===== src/rtl/hostaddress_table_pkg.sv =====
// Shared widths and clear-FSM state encodings for the host-address value store.
package hostaddress_table_pkg;

  localparam int HOST_ADDR_WIDTH  = 4;
  localparam int VALUE_DATA_WIDTH = 12;
  localparam int VALUE_SIZE       = 4;

  typedef enum logic {
    HT_ST_IDLE  = 1'b0,
    HT_ST_CLEAR = 1'b1
  } ht_state_e;

endpackage


===== src/rtl/hostaddress_sdp_ram.sv =====
// Simple dual-port RAM: one write port, one synchronous read port, no reset.
// The read samples memory at the clock edge, so a same-address write in that cycle is not seen.
module hostaddress_sdp_ram #(
  parameter int ADDR_WIDTH = 4,
  parameter int DATA_WIDTH = 16
) (
  input  logic                  clk,
  input  logic                  wr_en,
  input  logic [ADDR_WIDTH-1:0] wr_addr,
  input  logic [DATA_WIDTH-1:0] wr_data,
  input  logic [ADDR_WIDTH-1:0] rd_addr,
  output logic [DATA_WIDTH-1:0] rd_data
);

  logic [DATA_WIDTH-1:0] r_mem [0:(1<<ADDR_WIDTH)-1];
  logic [DATA_WIDTH-1:0] r_rd_data;

  always_ff @(posedge clk) begin
    if (wr_en) r_mem[wr_addr] <= wr_data;
    r_rd_data <= r_mem[rd_addr];
  end

  assign rd_data = r_rd_data;

endmodule


===== src/rtl/hostaddress_table.sv =====
// Host-address value store: SDP RAM plus per-entry valid bits, occupancy count,
// read-during-write policy, optional output register and a sequenced clear sweep.
module hostaddress_table
  import hostaddress_table_pkg::*;
#(
  parameter int ADDR_WIDTH  = HOST_ADDR_WIDTH,
  parameter int DATA_WIDTH  = VALUE_DATA_WIDTH + VALUE_SIZE,
  parameter bit WRITE_FIRST = 1'b1,
  parameter bit OUT_REG     = 1'b0
) (
  input  logic                  clk,
  input  logic                  rst_n,
  input  logic                  wr_en,
  input  logic [ADDR_WIDTH-1:0] wr_addr,
  input  logic [DATA_WIDTH-1:0] wr_data,
  output logic                  wr_ready,
  input  logic                  rd_en,
  input  logic [ADDR_WIDTH-1:0] rd_addr,
  output logic                  rd_valid,
  output logic [DATA_WIDTH-1:0] rd_data,
  output logic                  rd_hit,
  input  logic                  clr_start,
  output logic                  busy,
  output logic [ADDR_WIDTH:0]   entry_count
);

  localparam int DEPTH = 1 << ADDR_WIDTH;

  ht_state_e             r_state, w_state_nxt;
  logic [ADDR_WIDTH-1:0] r_ptr;
  logic [DEPTH-1:0]      r_valid;
  logic [ADDR_WIDTH:0]   r_count;
  logic                  r_wr_ready;
  logic                  w_busy, w_wr_acc, w_clr_go, w_sweep_end;
  logic                  w_ram_we;
  logic [ADDR_WIDTH-1:0] w_ram_waddr;
  logic [DATA_WIDTH-1:0] w_ram_wdata, w_ram_rdata;
  logic                  w_same, w_hit_p0, w_byp_p0;
  logic                  r_vld_p1, r_hit_p1, r_byp_p1;
  logic [DATA_WIDTH-1:0] r_wdat_p1, w_data_p1;

  assign w_busy      = (r_state == HT_ST_CLEAR);
  assign w_wr_acc    = wr_en & r_wr_ready;
  assign w_sweep_end = (r_ptr == ADDR_WIDTH'(DEPTH - 1));

  always_comb begin
    w_state_nxt = r_state;
    w_clr_go    = 1'b0;
    case (r_state)
      HT_ST_IDLE: begin
        if (clr_start) begin
          w_state_nxt = HT_ST_CLEAR;
          w_clr_go    = 1'b1;
        end
      end
      HT_ST_CLEAR: begin
        if (w_sweep_end) w_state_nxt = HT_ST_IDLE;
      end
    endcase
  end

  // wr_ready is a flop so it stays low while reset is asserted and rises on the first edge after.
  always_ff @(posedge clk or negedge rst_n) begin
    if (!rst_n) begin
      r_state    <= HT_ST_IDLE;
      r_wr_ready <= 1'b0;
      r_ptr      <= '0;
    end else begin
      r_state    <= w_state_nxt;
      r_wr_ready <= (w_state_nxt == HT_ST_IDLE);
      if (w_clr_go)    r_ptr <= '0;
      else if (w_busy) r_ptr <= r_ptr + 1'b1;
    end
  end

  always_ff @(posedge clk or negedge rst_n) begin
    if (!rst_n) begin
      r_valid <= '0;
      r_count <= '0;
    end else begin
      if (w_busy)        r_valid[r_ptr]   <= 1'b0;
      else if (w_wr_acc) r_valid[wr_addr] <= 1'b1;
      // A write in the clr_start cycle lands in r_valid but the count restarts at zero.
      if (w_clr_go)                            r_count <= '0;
      else if (w_wr_acc && !r_valid[wr_addr])  r_count <= r_count + 1'b1;
    end
  end

  assign w_ram_we    = w_busy | w_wr_acc;
  assign w_ram_waddr = w_busy ? r_ptr : wr_addr;
  assign w_ram_wdata = w_busy ? '0 : wr_data;

  hostaddress_sdp_ram #(
    .ADDR_WIDTH (ADDR_WIDTH),
    .DATA_WIDTH (DATA_WIDTH)
  ) u_ram (
    .clk     (clk),
    .wr_en   (w_ram_we),
    .wr_addr (w_ram_waddr),
    .wr_data (w_ram_wdata),
    .rd_addr (rd_addr),
    .rd_data (w_ram_rdata)
  );

  // ---- stage p0 -> p1: sample valid bit and bypass decision at request time ----
  assign w_same   = w_wr_acc & (wr_addr == rd_addr);
  assign w_byp_p0 = WRITE_FIRST & w_same;
  assign w_hit_p0 = rd_en & ~w_busy & (r_valid[rd_addr] | w_byp_p0);

  always_ff @(posedge clk or negedge rst_n) begin
    if (!rst_n) begin
      r_vld_p1  <= 1'b0;
      r_hit_p1  <= 1'b0;
      r_byp_p1  <= 1'b0;
      r_wdat_p1 <= '0;
    end else begin
      r_vld_p1  <= rd_en;
      r_hit_p1  <= w_hit_p0;
      r_byp_p1  <= w_byp_p0;
      r_wdat_p1 <= wr_data;
    end
  end

  assign w_data_p1 = !r_hit_p1 ? '0 : (r_byp_p1 ? r_wdat_p1 : w_ram_rdata);

  // ---- stage p1 -> p2: optional output register ----
  generate
    if (OUT_REG) begin : g_out_reg
      logic                  r_vld_p2, r_hit_p2;
      logic [DATA_WIDTH-1:0] r_data_p2;
      always_ff @(posedge clk or negedge rst_n) begin
        if (!rst_n) begin
          r_vld_p2  <= 1'b0;
          r_hit_p2  <= 1'b0;
          r_data_p2 <= '0;
        end else begin
          r_vld_p2  <= r_vld_p1;
          r_hit_p2  <= r_hit_p1;
          r_data_p2 <= w_data_p1;
        end
      end
      assign rd_valid = r_vld_p2;
      assign rd_hit   = r_hit_p2;
      assign rd_data  = r_data_p2;
    end else begin : g_no_out_reg
      assign rd_valid = r_vld_p1;
      assign rd_hit   = r_hit_p1;
      assign rd_data  = w_data_p1;
    end
  endgenerate

  assign wr_ready    = r_wr_ready;
  assign busy        = w_busy;
  assign entry_count = r_count;

endmodule


===== config.mk =====
export PLATFORM = sky130hd
export DESIGN_NAME = hostaddress_table
export DESIGN_NICKNAME = d
export VERILOG_FILES = /design/src/rtl/hostaddress_table_pkg.sv /design/src/rtl/hostaddress_sdp_ram.sv /design/src/rtl/hostaddress_table.sv
export SDC_FILE = /design/constraint.sdc
export NUM_CORES = 1
export LEC_CHECK = 0
export CAP_MARGIN = 20
export CORE_MARGIN = 8
export CORE_UTILIZATION = 55
export CTS_CLUSTER_DIAMETER = 120
export CTS_CLUSTER_SIZE = 20
export DETAILED_ROUTE_END_ITERATION = 8
export PLACE_DENSITY = 0.71
export SYNTH_ARGS = -nofsm -noshare
export SYNTH_HDL_FRONTEND = slang
export SYNTH_SLANG_ARGS = --single-unit

===== constraint.sdc =====
create_clock -name clk -period 2.48 [get_ports clk]
set_input_delay 0.496 -clock clk [delete_from_list [all_inputs] [get_ports clk]]
set_output_delay 0.496 -clock clk [all_outputs]
set_load 0.005 [all_outputs]

==> Word-level counts from Yosys, hierarchy flattened <==
Memories as Yosys holds them, arrays and structs flattened. A register that Yosys moved wholly into a read port is not among the register bits.
Index checks and enable logic that the tools add are counted.
{ "totals": {"wordCells": 61, "mem_count": 1, "ramBits": 256, "register_bits": 46, "output_inout_bits": 25, "input_bits": 29} }
{ "classes": {"n_reduce_logical": 7, "bitwise_logic": 11, "n_addsub": 2, "mux": 24, "eq_ne": 2, "n_lt_le_gt_ge": 5} }
{ "memory_table": {"columns": ["memory", "depth", "word_bits", "rd", "rd_ports_with_merged_regs", "wr", "line_no", "text"], "rows": [
  ["u_ram.r_mem", 16, 16, 1, 1, 1, "hostaddress_sdp_ram.sv:15", "logic [DATA_WIDTH-1:0] r_mem [0:(1<<ADDR_WIDTH)-1];"]
]} }
{ "ops": {"columns": ["cell", "count"], "rows": [
  ["$mux W16", 5],
  ["$and A16 B16 Y16", 1],
  ["$not A16 Y16", 1],
  ["$or A16 B16 Y16", 1],
  ["$lt A4 B5 Y1 const B", 3],
  ["$mux W4", 3],
  ["$mux W5", 2],
  ["$mux W1", 9],
  ["$bmux W1 S4", 2],
  ["$demux W1 S4", 2],
  ["$ge A4 B1 Y1 const B", 2],
  ["$reduce_bool A2 Y1", 3],
  ["$add A5 B1 Y5 const B", 1],
  ["$add A4 B1 Y4 const B", 1],
  ["$and A1 B1 Y1", 4],
  ["$eq A4 B4 Y1", 1],
  ["$eq A4 B4 Y1 const B", 1],
  ["$logic_and A1 B1 Y1", 3],
  ["$not A1 Y1", 2],
  ["$or A1 B1 Y1", 2],
  ["$pmux W1 S2", 1],
  ["$logic_not A1 Y1", 1]
]} }

==> Longest topological paths before layout <==
{ "logic_depth": {"depth_word": 7, "mapped_depth": 7, "ltp_nobuf": 5} }

==> Hierarchy <==
From an unflattened synthesis, not the netlist that was laid out.
{ "unflattened": {"cells_unflattened": 691, "hier_area_um2": 12642.1} }
{ "modules_own_cells": {"columns": ["module", "seq_area_each_um2", "cells_per_inst", "area_each_um2", "instances"], "rows": [
  ["hostaddress_sdp_ram", 8007.7, 432, 10043.4, 1],
  ["hostaddress_table", 1151.1, 259, 2598.7, 1]
]} }

==> Least setup slack after synthesis <==
OpenSTA, ideal clock, no wires.
{ "synth_timing": {"path_type": "input -> register", "startpoint": "input port rd_addr[0]", "endpoint": "register u_ram.r_rd_data[10] (netlist: u_ram.rd_data[10]) (read register of u_ram.r_mem)", "slack_ns": 0.105, "cell_stages": 5, "arrival_time_ns": 2.241, "required_ns": 2.346, "setup_time_ns": 0.134, "path_buffers": 3, "path_cell_list": "clkbuf_1 > buf_2 > buf_2 > mux4_2 > mux4_2"} }
{ "synth_rtl": {"columns": ["item", "line_no", "text"], "rows": [
  ["start: declaration", "hostaddress_table.sv:18", "input logic [ADDR_WIDTH-1:0] rd_addr,"],
  ["end: declaration", "hostaddress_sdp_ram.sv:16", "logic [DATA_WIDTH-1:0] r_rd_data;"]
]} }

==> Final worst setup path <==
{ "layout_timing": {"startpoint": "register r_byp_p1", "endpoint": "output port rd_data[10]"} }
{ "layout_via": {"elab_chain_len": 2} }
{ "layout_rtl": {"columns": ["item", "line_no", "text"], "rows": [
  ["start: declaration", "hostaddress_table.sv:39", "logic r_vld_p1, r_hit_p1, r_byp_p1;"],
  ["start signal: assignment", "hostaddress_table.sv:119", "r_byp_p1 <= w_byp_p0;"],
  ["$mux W16 (2 in series)", "hostaddress_table.sv:124", "assign w_data_p1 = !r_hit_p1 ? '0 : (r_byp_p1 ? r_wdat_p1 : w_ram_rdata);"],
  ["end: declaration", "hostaddress_table.sv:20", "output logic [DATA_WIDTH-1:0] rd_data,"]
]} }
No other way between the ends.

==> metrics.md <==
| Metric | Value |
|---|---|
| Placed cells | `1024` |
| DRC errors left | `0` |
| Initial Utilization | `55.8%` |
| Clk pwr share | `23.2%` |
| Synth area leaders | `edfxtp_1 61%, mux4_2 15%, dfrtp_1 9.1%` |
| Slew @ Worst Pin | `1060 ps` |
| Sw power | `~3.6 mW` |
| Synth top area share | `61.0%` |
| DP Worst Slack | `-288 ps` |
| Hold Path Class | `input pin to asynchronous set/reset pin` |
| CTS tree | `built` |
| Worst clock skew | `between 20 and 30 ps` |
| CP max stage delay | `530 ps` |
| Combinational share of power | `21.4%` |
| CP Data Required Time | `about 2000 ps` |
| CTS Buf Count | `19` |
| RSZ-0062 raised after global routing | `false` |
| Final period util | `96.2%` |
| Row cnt | `55` |
| Pre-Repair DR Iteration Count | `6` |
| Crit path arrival time | `1890 ps` |
| Minimum clock period | `2390 ps` |
| CP cell instances | `buf_8 -> mux2i_1 -> nor2b_1 -> clkdlybuf4s50_1` |
| Seq cells post-synth | `318` |
| Final hold vios | `0` |
| Layout cell share with drive strength beyond 1 | `roughly a quarter` |
| Syn Inst Count | `652` |
| Sequential share of power | `55.4%` |
| Gr usage total | `19.9%` |
| Vias/cell | `6.12` |
| Clock Path Buffers | `3` |
| Clk root buf | `clkbuf_16` |
| Clk pin slew, worst setup/hold paths | `90 ps` |
| Ant. Diodes | `0` |
| Antenna violations before repair | `0` |
| Average cell area after synthesis | `slightly below 20 um2` |
| CP Class | `flop to output pin` |
| Chip width | `around 170 um` |
| # setup viols final | `0` |
| Yosys warns | `0` |
| DRT antenna net count | `0` |
| Mapped Area | `around 13000 um2` |
| Avg WL per Cell | `about 26 um` |
| Post-synth EDFFs | `256` |
| Nets | `796` |
| Maximum vdd drop | `0.000549 V` |
| Syn Nets | `686` |
| Critical path capture point type | `output pin` |
| Worst path slowest cell | `clkdlybuf4s50_1` |
| Synth-to-layout area growth | `14.9%` |
| Port bufs | `53` |
| Filler-free cell count of the finished design | `1060` |
| R2R Path End | `u_ram.r_mem[6][1]` |
| Fillers | `~1500` |
| Vias in the first global route | `6733` |
| Slew HR | `29.1%` |
| Pins Over Slew Limit | `0` |
| Die Ht | `167 um` |
| Post-synth top area cell | `edfxtp_1` |
| DR iter-0 viols | `between 600 and 700` |
| Distinct cell type count after synthesis | `44` |
| Clock Sinks | `about 320` |
| CTS HTree Levels | `1` |
| Max-cap viol count | `0` |
| Sequential-to-total area share from yosys stat | `72.7%` |
| Start of the worst register-to-register path | `r_ptr[2]` |
| Ys async rst share | `14.5%` |
| Detailed-route wire length | `27.6 mm` |
| GP Congestion | `0.867` |
| PD cells | `917 nW/um2` |
| CP Max Fanout | `10` |
| I/O pin cnt | `54` |
| Post-CTS Setup Bufs | `0` |
| R2R cell count | `4` |
| Switch share | `27.4%` |
| Internal power consumption | `a little under 10 mW` |
| First-pass GRT wire length | `42.1 mm` |
| Core Region | `22600 um2` |
| Status | `finished clean` |
| Clock Latency Late Sink | `510 ps` |
| Pin count of the biggest net entering global routing | `40` |
| CP Launch Type | `flop` |
| Top FF cell, synth | `edfxtp_1` |
| DIE AREA | `28000 um2` |
| Hold Buf Count CTS | `0` |
| R2r setup slk | `around 530 ps` |
| Post-DP HPWL | `between 15 and 20 mm` |
| Via count | `6485` |
| Static Leak | `4.99 nW` |
| Max Clk Rate | `419 MHz` |
| GR Overflow Total | `0` |
| Final setup margin | `94.9 ps` |
==> critical path: cells and delay by family, from the launching register on <==
kind,cells,cell delay [ps]
mux,1,130
flops,1,420
simple gates,1,120
buf+inv,2,700
==> cell usage after synthesis, types with 2 or more instances <==
master	n
clkbuf_8	3
nor3_1	5
o31ai_1	2
nor3b_1	3
nor2b_1	34
dfrtp_1	46
a22o_1	2
mux4_1	2
a21oi_1	14
or3_1	2
buf_1	2
nand3_1	8
dfxtp_1	16
xor2_1	4
nor2_1	31
ha_1	5
mux4_2	84
mux2_2	4
xnor2_1	4
a31oi_1	7
mux2i_1	18
buf_2	8
inv_1	6
nand2_1	31
clkbuf_1	20
o21ai_0	14
nand2b_1	4
edfxtp_1	256
a32o_1	2
==> placed cells by master (no fill, tap or decap), types with 16 or more instances in the layout <==
master	count
edfxtp_1	256
buf_4	64
nand2_1	31
nor2_1	31
dfxtp_1	16
clkdlybuf4s50_1	49
nor2b_1	34
clkbuf_16	19
mux4_2	84
mux2i_1	18
dfrtp_1	45
==> state kept, by name (all words and copies together) (netlist names) <==
name / count
rd_hit: 1
u_ram.r_mem: 256
r_ptr: 4
r_valid: 16
busy: 1
r_byp_p1: 1
rd_valid: 1
wr_ready: 1
entry_count: 5
u_ram.rd_data: 16
r_wdat_p1: 16
==> final cells by class <==
class                   count  area, um2  share of cell area, %
clock buffers              33        538                   3.72
repair buffers            124       1150                   7.94
well taps                 285        357                   2.46
inverters                   6       22.5                  0.156
multi-input cells         293       3230                   22.3
clock inverters             1       8.76                 0.0605
flip-flops and latches    318       9160                   63.3
==> routing by layer <==
layer / track usage, % / part of all wire (%) / vias to the layer above
li1: - / - / 2809
met1: 27.5 / 42 / 3351
met2: 32.3 / 48 / 282
met3: 3.62 / 7.1 / 43
met4: 5.78 / 2.7 / 0
met5: 0 / 0 / -
==> how the worst max path moves through the flow <==
stage | start | endpoint | slack [ps] | cells past startpoint
floorplan | rd_addr[0] | u_ram.rd_data[10] | 100 | 5
global placement | wr_addr[1] | entry_count[4] | -250 | 7
detailed placement | wr_addr[1] | entry_count[4] | -290 | 6
CTS | r_byp_p1 | rd_data[5] | 40 | 4
global route | r_byp_p1 | rd_data[5] | 10 | 4
finish | r_byp_p1 | rd_data[10] | 90 | 4
==> stage by stage <==
| step | hold slack, ps | utilization (%) | TNS, ps | power, mW | instance area [um2] |
|---|---|---|---|---|---|
| 2_1_floorplan | 200 | - | 0 | 8.94 | 12600 |
| 3_3_place_gp | 494 | 61.6 | -1300 | 10.2 | 13900 |
| 3_5_place_dp | 503 | 61.6 | -2250 | 10.3 | 13900 |
| 4_1_cts | 139 | 64.0 | 0 | 13.4 | 14400 |
| 5_1_grt | 168 | 64.1 | 0 | 13.8 | 14500 |
| 6_report | 130 | 64.1 | 0 | 13.3 | 14500 |
==> what timing repair did <==
item | CTS | global route
resized for setup | 1 | 2
endpoints found under the setup margin | 3 | 1
endpoints found under the hold margin | 0 | 0
==> power by group through the flow <==
stage / Sequential, mW / Clock, mW / Combinational, mW
after floorplan: 7.30 / 0 / 1.64
after global placement: 7.40 / 0 / 2.76
after detailed placement: 7.46 / 0 / 2.84
after CTS: 7.35 / 3.15 / 2.85
after global routing: 7.43 / 3.33 / 3.06
final: 7.35 / 3.08 / 2.84
==> cells by family after synthesis <==
group / after synthesis / share of synthesized area (%)
AO/OA/AOI/OAI: 45 / 2.19
XOR/XNOR: 8 / 0.556
buffers and inverters: 41 / 1.63
AND/OR/NAND/NOR: 125 / 4.99
adder cells (fa/ha/maj): 5 / 0.497
flip-flops: 318 / 72.7
multiplexers: 110 / 17.4
No activity file was read; power rests on OpenSTA's default activity.
